File: config.mk
export PLATFORM = sky130hd
export DESIGN_NAME = mux_scan_capture
export DESIGN_NICKNAME = d
export VERILOG_FILES = /design/src/rtl/mux_scan_capture_pkg.sv /design/src/rtl/mux_scan_capture_addr_gen.sv /design/src/rtl/mux_scan_capture.sv
export SDC_FILE = /design/constraint.sdc
export NUM_CORES = 1
export LEC_CHECK = 0
export ABC_AREA = 1
export BUFFER_PORTS_ARGS = -buffer_cell sky130_fd_sc_hd__buf_4
export CAP_MARGIN = 20
export CORE_MARGIN = 2
export CORE_UTILIZATION = 48
export CTS_CLUSTER_SIZE = 12
export DETAILED_ROUTE_END_ITERATION = 10
export PLACE_DENSITY_LB_ADDON = 0.15
export SKIP_LAST_GASP = 1
export SLEW_MARGIN = 20
export SYNTH_ARGS = -nofsm -noshare
export SYNTH_HDL_FRONTEND = slang
export SYNTH_HIERARCHICAL = 1
export SYNTH_SLANG_ARGS = --single-unit
File: constraint.sdc
create_clock -name clk -period 1.19 [get_ports clk]
set_input_delay 0.1785 -clock clk [delete_from_list [all_inputs] [get_ports clk]]
set_output_delay 0.1785 -clock clk [all_outputs]
set_load 0.01 [all_outputs]
File: src/rtl/mux_scan_capture_pkg.sv
// Shared types and constants for the mux scan/capture sequencer.
// State encoding, address width and settle-time limit.
package mux_scan_capture_pkg;

   localparam int unsigned ADDR_W     = 3;
   localparam int unsigned SETTLE_W   = 4;
   localparam int unsigned SETTLE_MAX = 15;

   typedef enum logic [1:0] {
      S_IDLE,
      S_WAIT,
      S_SAMP,
      S_HOLD
   } state_e;

endpackage

File: src/rtl/mux_scan_capture_addr_gen.sv
// Loadable up/down 3-bit scan address counter.
// tc flags the last address of the scan in the chosen direction.
module scan_addr_gen
   import mux_scan_capture_pkg::*;
#(
   parameter bit DESCEND = 1'b0
) (
   input  logic              clk,
   input  logic              rst,
   input  logic              clr,
   input  logic              load,
   input  logic              step,
   output logic [ADDR_W-1:0] addr,
   output logic              tc
);

   localparam logic [ADDR_W-1:0] FIRST = DESCEND ? '1 : '0;
   localparam logic [ADDR_W-1:0] LAST  = DESCEND ? '0 : '1;

   logic [ADDR_W-1:0] addr_q;
   logic [ADDR_W-1:0] addr_d;

   // Next address: clear wins over load, load over step.
   always_comb begin
      addr_d = addr_q;
      if (clr)
         addr_d = '0;
      else if (load)
         addr_d = FIRST;
      else if (step)
         addr_d = DESCEND ? addr_q - 1'b1 : addr_q + 1'b1;
   end

   // Address register.
   always_ff @(posedge clk) begin
      if (rst)
         addr_q <= '0;
      else
         addr_q <= addr_d;
   end

   assign addr = addr_q;
   assign tc   = (addr_q == LAST);

endmodule

File: src/rtl/mux_scan_capture.sv
// Steps an 8:1 selector through all inputs, samples F after a settle
// time and hands the assembled byte out on a valid/ready port.
module mux_scan_capture
   import mux_scan_capture_pkg::*;
#(
   parameter int unsigned SETTLE_CYC = 1,
   parameter bit          DESCEND    = 1'b0
) (
   input  logic              clk,
   input  logic              rst,
   input  logic              start,
   input  logic              f_in,
   output logic [ADDR_W-1:0] addr,
   output logic              busy,
   output logic [7:0]        data_out,
   output logic              data_valid,
   input  logic              data_ready
);

   localparam logic [SETTLE_W-1:0] SETTLE_LD = SETTLE_W'(SETTLE_CYC);
   localparam bit NO_SETTLE = (SETTLE_CYC == 0);

   state_e              state_q, state_d;
   logic [SETTLE_W-1:0] settle_q, settle_d;
   logic [7:0]          data_q, data_d;
   logic                busy_q, busy_d;
   logic                valid_q, valid_d;
   logic                a_clr, a_load, a_step, a_tc;

   // The address counter's terminal count marks the eighth bit.
   scan_addr_gen #(
      .DESCEND (DESCEND)
   ) u_addr (
      .clk  (clk),
      .rst  (rst),
      .clr  (a_clr),
      .load (a_load),
      .step (a_step),
      .addr (addr),
      .tc   (a_tc)
   );

   // Scan sequencing, settle countdown and bit capture.
   always_comb begin
      state_d  = state_q;
      settle_d = settle_q;
      data_d   = data_q;
      a_clr    = 1'b0;
      a_load   = 1'b0;
      a_step   = 1'b0;
      unique case (state_q)
         S_IDLE: begin
            if (start) begin
               a_load   = 1'b1;
               settle_d = SETTLE_LD;
               state_d  = NO_SETTLE ? S_SAMP : S_WAIT;
            end
         end
         S_WAIT: begin
            settle_d = settle_q - 1'b1;
            if (settle_q <= 1)
               state_d = S_SAMP;
         end
         S_SAMP: begin
            data_d[addr] = f_in;
            if (a_tc) begin
               state_d = S_HOLD;
            end else begin
               a_step   = 1'b1;
               settle_d = SETTLE_LD;
               state_d  = NO_SETTLE ? S_SAMP : S_WAIT;
            end
         end
         S_HOLD: begin
            if (data_ready) begin
               a_clr   = 1'b1;
               state_d = S_IDLE;
            end
         end
         default: state_d = S_IDLE;
      endcase
      busy_d  = (state_d != S_IDLE);
      valid_d = (state_d == S_HOLD);
   end

   // State, counters and registered outputs.
   always_ff @(posedge clk) begin
      if (rst) begin
         state_q  <= S_IDLE;
         settle_q <= '0;
         data_q   <= '0;
         busy_q   <= 1'b0;
         valid_q  <= 1'b0;
      end else begin
         state_q  <= state_d;
         settle_q <= settle_d;
         data_q   <= data_d;
         busy_q   <= busy_d;
         valid_q  <= valid_d;
      end
   end

   assign busy       = busy_q;
   assign data_out   = data_q;
   assign data_valid = valid_q;

endmodule
* Word-level counts from Yosys, hierarchy flattened
Index checks and enable logic that the tools add are counted.
Word-level totals: register bits after elaboration 19, latch bits 0, bits in writable memories 0, ROM bits 0, input bits 5, logic and storage cells 41, memories 0
Cells by class: $add $sub $neg 2, $mul 0, div/mod/pow operators 0, order comparisons 3, eq/ne operators 7, shift operators 0, mux-type cells 17, bitwise logic cells 0, reductions and logical operators 6
Operator list (number):
- 4-bit case mux with 3 select lines | 1
- 8-bit bitwise mux | 1
- 2-bit 2-to-1 mux | 4
- 4-bit 2-to-1 mux | 2
- 2-bit case mux with 4 select lines | 1
- 1-bit 2-to-1 mux | 7
- 2-bit equality test (second input constant) | 3
- 4-bit by 1-bit <= comparator with 1-bit output (second input constant) | 1
- 3-bit by 4-bit less-than comparator with 1-bit output (second input constant) | 1
- 2-bit inequality test (second input constant) | 2
- 4-bit by 1-bit subtractor with 4-bit output (second input constant) | 1
- 3-bit by 1-bit adder with 3-bit output (second input constant) | 1
- 1-bit demux with 3-bit select | 1
- 3-bit equality test (second input constant) | 1
- 3-bit by 1-bit greater-or-equal comparator with 1-bit output (second input constant) | 1
- 3-bit AND reduction | 1
- 3-bit nonzero test | 1
- 3-bit OR reduction | 1
- 2-bit by 1-bit equality test with 1-bit output (second input constant) | 1
- 2-bit logical NOT | 1
- 2-bit nonzero test | 1
- 1-bit logical AND | 1

* Logic depth before layout (Yosys ltp)
Gate-level depths: netlist of the first run.
word-level depth 5, depth in mapped cells 9, mapped depth without buffers 9

* By module
Netlist of the first run, hierarchy kept.
By module, submodules not included:
- mux_scan_capture | times used 1, cells each 126, area an instance 854.6 µm², sequential area each 320.3 µm²
- scan_addr_gen | times used 1, cells each 26, area an instance 163.9 µm², sequential area each 60.1 µm²

* Worst setup path before layout of the first run
Ideal clock, no wire load.
path type reg-to-reg, start register u_addr.addr_q[0] (netlist: u_addr/addr[0]), end register u_addr.addr_q[1] (netlist: u_addr/addr[1]), setup time 114 ps, arrival 1255 ps, data required time 1076 ps, slack -178 ps, stages on the path, launching flop included 10, buffers on the path 0, cells stage by stage dfxtp_1 > ha_1 > ha_1 > inv_1 > nand2_2 > inv_1 > nand2_1 > inv_1 > nor2_1 > nor2_1
On the way: word-level cells in the longest chain between the ends 3, elaborated cells on any way between the ends 4
RTL lines:
- start: declaration | line mux_scan_capture_addr_gen.sv:20 | logic [ADDR_W-1:0] addr_q;
- start signal: assignment | line mux_scan_capture_addr_gen.sv:39 | addr_q <= addr_d;
- 3-bit equality test | line mux_scan_capture_addr_gen.sv:43 | assign tc = (addr_q == LAST);
- via a_tc | line mux_scan_capture.sv:28 | logic a_clr, a_load, a_step, a_tc;
- 1-bit 2-to-1 mux | line mux_scan_capture.sv:66 | if (a_tc) begin
- 1-bit 2-to-1 mux | line mux_scan_capture.sv:51 | unique case (state_q)
- via a_step | line mux_scan_capture.sv:28
The timed path passes the listed nets, and every way through them passes these cells. A chain may end at the register's enable or synchronous reset.

* Worst setup path in the final report of the first run
start register u_addr.addr_q[0] (netlist: u_addr/addr[0]), end register u_addr.addr_q[2] (netlist: u_addr/addr[2])
The elaborated chain is that of the path after synthesis.

==> results of run 1 <==
what timing repair did:
action,4_1_cts,5_1_grt
gates resized for setup,2,15
setup endpoints to repair,3,14
pin swaps,1,4
buffers inserted,2,0
flip-flops by register name, indices dropped and copies added (netlist names):
name,cells
data_out,8
settle_q,4
u_addr/addr,3
state_q,2
busy,1
data_valid,1
synthesized netlist by cell type, drive strengths merged:
master / number
a21oi: 4
clkinv: 1
dfxtp: 19
ha: 4
inv: 28
nand2: 44
nand3: 14
nand3b: 1
nor2: 35
o21ai: 1
or2: 1
power groups by stage:
stage,combinational [mW],sequential (mW),clock (mW)
5_1_grt,0.376,0.718,0.359
2_1_floorplan,0.197,0.726,0
4_1_cts,0.302,0.706,0.341
3_5_place_dp,0.293,0.720,0
3_3_place_gp,0.286,0.719,0
6_report,0.328,0.712,0.323
logic make-up after synthesis:
| family | Yosys count | synth area share |
|---|---|---|
| AOI/OAI and AO/OA | 5 | 0.0246 |
| adders and majority gates | 4 | 0.0491 |
| buffers and inverters | 29 | 0.109 |
| DFF | 19 | 0.373 |
| and+or+nand+nor | 95 | 0.443 |
layer usage:
metal	up-vias	GRT usage	share of wire
met5	-	0	0
met4	0	0.0833	0.013
met3	4	0.0273	0.035
met2	18	0.316	0.50
met1	429	0.222	0.45
li1	513	-	-
worst max-delay path by stage:
stage                     cells past startpoint  slack, ns                     endpoint                   startpoint
final                                         8       0.02  u_addr/addr[2]$_SDFFE_PP0P_  u_addr/addr[0]$_SDFFE_PP0P_
after global routing                          8      -0.06              busy$_SDFF_PP0_  u_addr/addr[0]$_SDFFE_PP0P_
after CTS                                     8      0.004  u_addr/addr[1]$_SDFFE_PP0P_  u_addr/addr[1]$_SDFFE_PP0P_
after detailed placement                      8    -0.0003  u_addr/addr[1]$_SDFFE_PP0P_  u_addr/addr[1]$_SDFFE_PP0P_
after global placement                        8       0.03  u_addr/addr[2]$_SDFFE_PP0P_  u_addr/addr[1]$_SDFFE_PP0P_
after floorplan                               9      0.007  u_addr/addr[1]$_SDFFE_PP0P_  u_addr/addr[0]$_SDFFE_PP0P_
per-stage QoR:
step | std cells | util | power, mW
2_1_floorplan | 152 | - | 0.923
3_3_place_gp | 201 | 0.626 | 1.01
3_5_place_dp | 201 | 0.626 | 1.01
4_1_cts | 207 | 0.652 | 1.35
5_1_grt | 207 | 0.671 | 1.45
6_report | 207 | 0.671 | 1.36
final cells by class:
class,instances,area [sq um],area share
Tap cell,27,33.8,0.0254
Multi-Input combinational cell,104,581,0.436
Inverter,29,114,0.0856
Timing Repair Buffer,24,184,0.138
Clock buffer,4,26.3,0.0198
Sequential cell,19,392,0.294
==> impl_metrics.csv, run 1 <==
group,metric,value,unit
status,outcome,"completed",
worst_hold_path,holdPathStages,2,
yosys,synth_cell_type_count,18,
worst_setup_path,ff2ff_path_depth,8,
detailed_routing,vias,964,
global_route,grt_pass1_wl,3500,um
placement,preCtsSetupSlack,-0.000253,ns
pwr,power.clock.fraction,0.237,
detailed_routing,detailedRoute.firstPassIterationCount,4,
global_route,grt_start_max_net_pins,11,
timing,timing.clock.skew,0.00470,ns
timing,final-setup-viol-count,0,
clock_network,clock_tree_buf_depth,2,
worst_hold_path,whs_endpoint,"settle_q[1]$_SDFFE_PP0P_",
clock_network,cts_hold_buf,0,
clock_network,clock_slew_at_reported_path_ffs,0.10,ns
job,timing.max_cap.violations,0,
detailed_routing,drt_drc_violations_left,0,
clock_network,cts_tree,"built",
yosys,synth_sequential_area_ratio,0.373,
worst_hold_path,min-delay-start,"rst",
floorplan,coreArea,0.00198,sq mm
timing,tightestPinTransition,0.316,ns
yosys,netlist_area,0.00102,sq mm
timing,finalHoldViolations,0,
yosys,dominant_cells_by_area_after_synthesis,"dfxtp_1 (37%), nand2_1 (15%), inv_1 (9.6%)",
clock_network,cts_made_buffers,3,
layout,layout.cell_area.non_filler,0.00133,sq mm
layout,layout_cells_sized_above_1,0.344,
yosys,synth_largest_type_area_fraction,0.373,
timing,finalWorstSetupSlack,0.0184,ns
worst_setup_path,worstSetupStartpointType,"register",
timing,slew_margin_rel,0.788,
global_route,total_routing_usage_gr,0.183,
worst_setup_path,setup.worst_path.class,"register to register",
global_route,antenna_found_initial,0,
placement,place_area,0.00124,sq mm
worst_setup_path,critPathArrivalTime,1.37,ns
timing,setup_repair_after_global_routing_missed_its_margin,"yes",
worst_setup_path,reg2reg_from,"u_addr/addr[0]$_SDFFE_PP0P_",
worst_setup_path,path_cells,"ha_4 -> ha_4 -> inv_2 -> nand2_4 -> inv_4 -> nor2_1 -> nor2_1 -> nor2_1",
worst_setup_path,regToRegSetupSlack,0.02,ns
detailed_routing,postRouteAntennaNets,0,
timing,drv_slew,0,
worst_setup_path,critPathMaxFanout,6,
floorplan,row_count,16,
worst_setup_path,slowest_stage,"dfxtp_4",
timing,achievable-frequency,854,MHz
floorplan,die_width,50.1,um
floorplan,start_util,0.514,
global_route,vias_in_the_first_global_route,884,
worst_setup_path,crit_path_frequent_cell,"nor2_1",
pwr,p_comb_frac,0.241,
worst_setup_path,critPathTopFamily,"flip-flops",
worst_setup_path,worstReg2RegEnd,"u_addr/addr[2]$_SDFFE_PP0P_",
floorplan,io_pins,18,
yosys,netlist_instances,152,
global_route,globalRouteOverflowTotal,0,
detailed_routing,route.detailed.wl_per_inst,10.3,um
clock_network,insertion_delay,0.29,ns
floorplan,dieArea,0.00251,sq mm
layout,final_common_cell,"nand2_1",
placement,port_buffers,17,
placement,dp.final_hpwl,1510,um
clock_network,cts.htree.levels,1,
yosys,postSynthRegisterBits,19,
worst_setup_path,endpoint_kind,"register",
timing,hold_ws,0.0869,ns
yosys,synth_top_area_cell,"dfxtp_1",
yosys,syn-num-nets,161,
yosys,synth_warn,6,
detailed_routing,routed_wl,2130,um
pwr,fraction_of_power_consumed_by_sequential_logic,0.523,
worst_hold_path,min_path_type,"primary input to register",
pwr,power_per_cell_area,1020,mW/mm^2
detailed_routing,drt_iter0_markers,22,
worst_setup_path,required_arrival_time_at_the_worst_endpoint,1.39,ns
layout,num-fill-cells,179,
clock_network,cts.root.buffer_cell,"clkbuf_4",
timing,fin_tns_setup,0,ns
timing,layout_worst_path_cycle_share,0.985,
pwr,switching_share,0.310,
placement,routability_congestion_estimate,0.818,
floorplan,die_y,50.1,um
worst_setup_path,critical-path-max-stage-delay,0.37,ns
clock_network,clock-sinks,19,
detailed_routing,vias_per_cell,4.66,
pwr,intPower,0.941,mW
pwr,ir_drop,0.853,mV
worst_setup_path,worstPathBufferInverterCount,2,
timing,finalWorstPathRequiredPeriod,1.17,ns
layout,nets,190,
pwr,netSwitchingPower,0.422,mW
pwr,static-leakage-power,0.653,nW
yosys,avgSynthCellArea,6.70,sq um
layout,layout_common_cells,"nand2_1 (40), nor2_1 (23), buf_4 (23)",
layout,area_growth_syn_to_layout,30.6,%
layout,antenna_cells_inserted,0,
No activity file was read; power rests on OpenSTA's default activity.
==> run 2, diff against run 1 <==
- CORE_MARGIN: 2 -> not set
- REMOVE_ABC_BUFFERS: not set -> 1
==> run 2 against run 1 <==
Net effect:
- fmax up 2.4%
- utilization down 0.44 points
- die area down 7.8%
- total power up 0.76%
- design area down 0.66%
- first-iteration DRC count up 64%
- combinational power about the same
- clock power up 3%
- global-route usage up 0.93 points
- clock skew down 0.0010 ns
- sequential power about the same
- largest power group unchanged
==> impl_metrics.csv, run 2 (synthesized netlist as in run 1, its figures left out) <==
group,metric,value,unit
detailed_routing,detailedRoute.firstPassIterationCount,4,
pwr,intPower,0.943,mW
detailed_routing,vias_per_cell,4.59,
global_route,antenna_found_initial,0,
global_route,grt_pass1_wl,3080,um
worst_setup_path,critical_path_depth,9,
floorplan,dieArea,0.00231,sq mm
detailed_routing,drt_iter0_markers,36,
timing,drv_slew,0,
placement,routability_congestion_estimate,0.765,
worst_hold_path,min_path_type,"primary input to register",
pwr,switching_share,0.313,
worst_setup_path,worstSetupStartpointType,"register",
layout,nets,189,
layout,layout_common_cells,"nand2_1 (40), nor2_1 (22), buf_4 (22)",
clock_network,cts_made_buffers,3,
floorplan,die_width,48.1,um
timing,slew_margin_rel,0.802,
worst_setup_path,required_arrival_time_at_the_worst_endpoint,1.43,ns
job,timing.max_cap.violations,0,
floorplan,row_count,16,
global_route,grt_start_max_net_pins,11,
placement,port_buffers,17,
clock_network,clock-sinks,19,
detailed_routing,postRouteAntennaNets,0,
layout,layout.cell_area.non_filler,0.00132,sq mm
layout,antenna_cells_inserted,0,
worst_setup_path,critPathArrivalTime,1.38,ns
worst_hold_path,holdPathStages,2,
clock_network,cts.root.buffer_cell,"clkbuf_4",
pwr,ir_drop,0.853,mV
clock_network,clock_tree_buf_depth,2,
status,outcome,"completed",
worst_setup_path,worstPathBufferInverterCount,3,
timing,finalWorstPathRequiredPeriod,1.14,ns
worst_setup_path,critPathMaxFanout,6,
detailed_routing,vias,946,
worst_setup_path,endpoint_kind,"register",
clock_network,insertion_delay,0.30,ns
pwr,static-leakage-power,0.652,nW
clock_network,cts_tree,"built",
worst_setup_path,slowest_stage,"dfxtp_2",
pwr,netSwitchingPower,0.430,mW
floorplan,coreArea,0.00198,sq mm
layout,final_common_cell,"nand2_1",
timing,final-setup-viol-count,0,
pwr,fraction_of_power_consumed_by_sequential_logic,0.520,
floorplan,start_util,0.514,
pwr,power.clock.fraction,0.243,
layout,area_growth_syn_to_layout,29.7,%
timing,timing.clock.skew,0.00370,ns
global_route,vias_in_the_first_global_route,759,
timing,layout_worst_path_cycle_share,0.961,
clock_network,cts.htree.levels,1,
worst_setup_path,critPathTopFamily,"flip-flops",
pwr,p_comb_frac,0.237,
timing,finalWorstSetupSlack,0.0464,ns
timing,tightestPinTransition,0.296,ns
detailed_routing,route.detailed.wl_per_inst,9.42,um
detailed_routing,drt_drc_violations_left,0,
floorplan,die_y,48.1,um
global_route,total_routing_usage_gr,0.193,
floorplan,io_pins,18,
worst_setup_path,path_cells,"ha_4 -> ha_4 -> inv_2 -> nand2_4 -> inv_4 -> nand2_1 -> inv_1 -> nor2_2 -> nor2_1",
timing,setup_repair_after_global_routing_missed_its_margin,"yes",
timing,hold_ws,0.0923,ns
clock_network,clock_slew_at_reported_path_ffs,0.11,ns
placement,place_area,0.00122,sq mm
layout,largest_reg_flops,8,
global_route,globalRouteOverflowTotal,0,
worst_setup_path,crit_path_frequent_cell,"ha_4",
pwr,power_per_cell_area,1040,mW/mm^2
placement,preCtsSetupSlack,-0.0919,ns
layout,layout_cells_sized_above_1,0.352,
placement,dp.final_hpwl,1520,um
timing,achievable-frequency,874,MHz
worst_setup_path,ff2ff_path_depth,9,
worst_setup_path,setup.worst_path.class,"register to register",
worst_setup_path,critical-path-max-stage-delay,0.35,ns
detailed_routing,routed_wl,1940,um
timing,finalHoldViolations,0,
run 2: cell count changes in the layout (fill, tap and decap cells not counted), sizes merged:
cell	change
buf	-1
run 2: path summary, 6_finish.rpt:
kind                                               endpoint                   startpoint  slack [ns]
worst max-delay path            u_addr/addr[1]$_SDFFE_PP0P_  u_addr/addr[1]$_SDFFE_PP0P_        0.05
worst min register to register     data_out[6]$_SDFFE_PP0P_     data_out[6]$_SDFFE_PP0P_        0.48
worst min-delay path               settle_q[2]$_SDFFE_PP0P_                          rst        0.09
worst max register to register  u_addr/addr[1]$_SDFFE_PP0P_  u_addr/addr[1]$_SDFFE_PP0P_        0.05
run 2: timing repair:
item	4_1_cts	5_1_grt
resized for setup	8	17
pin swaps	2	5
hold buffers	0	0
setup endpoints to repair	8	11
buffers inserted	0	0
run 2: metal layers:
| layer | up-vias | track usage | share of wire |
|---|---|---|---|
| met3 | 4 | 0.0340 | 0.031 |
| met5 | - | 0 | 0 |
| met1 | 415 | 0.242 | 0.48 |
| met2 | 16 | 0.330 | 0.48 |
| met4 | 0 | 0.0667 | 0.012 |
| li1 | 511 | - | - |
run 2: layout make-up:
class	instances	area [sq um]
flip-flops and latches	19	389
repair buffers	23	176
well taps	27	33.8
multi-input cells	104	582
inverters	29	114
clock buffers	4	26.3
fillers	167	661
run 2: stage by stage:
stage                     std cells  total power, mW  setup TNS [ns]  utilization
after global routing            206             1.45         -0.0369        0.667
after global placement          202             1.01         -0.0241        0.618
after floorplan                 152            0.925          -0.616            -
final                           206             1.37               0        0.667
after detailed placement        202             1.02          -0.348        0.618
after CTS                       206             1.34        -0.00520        0.642
run 2: power by group through the flow:
stage | Clock (mW) | Sequential, mW | Combinational (mW)
2_1_floorplan | 0 | 0.728 | 0.196
3_3_place_gp | 0 | 0.721 | 0.287
3_5_place_dp | 0 | 0.722 | 0.296
4_1_cts | 0.333 | 0.708 | 0.301
5_1_grt | 0.356 | 0.720 | 0.372
6_report | 0.334 | 0.714 | 0.325
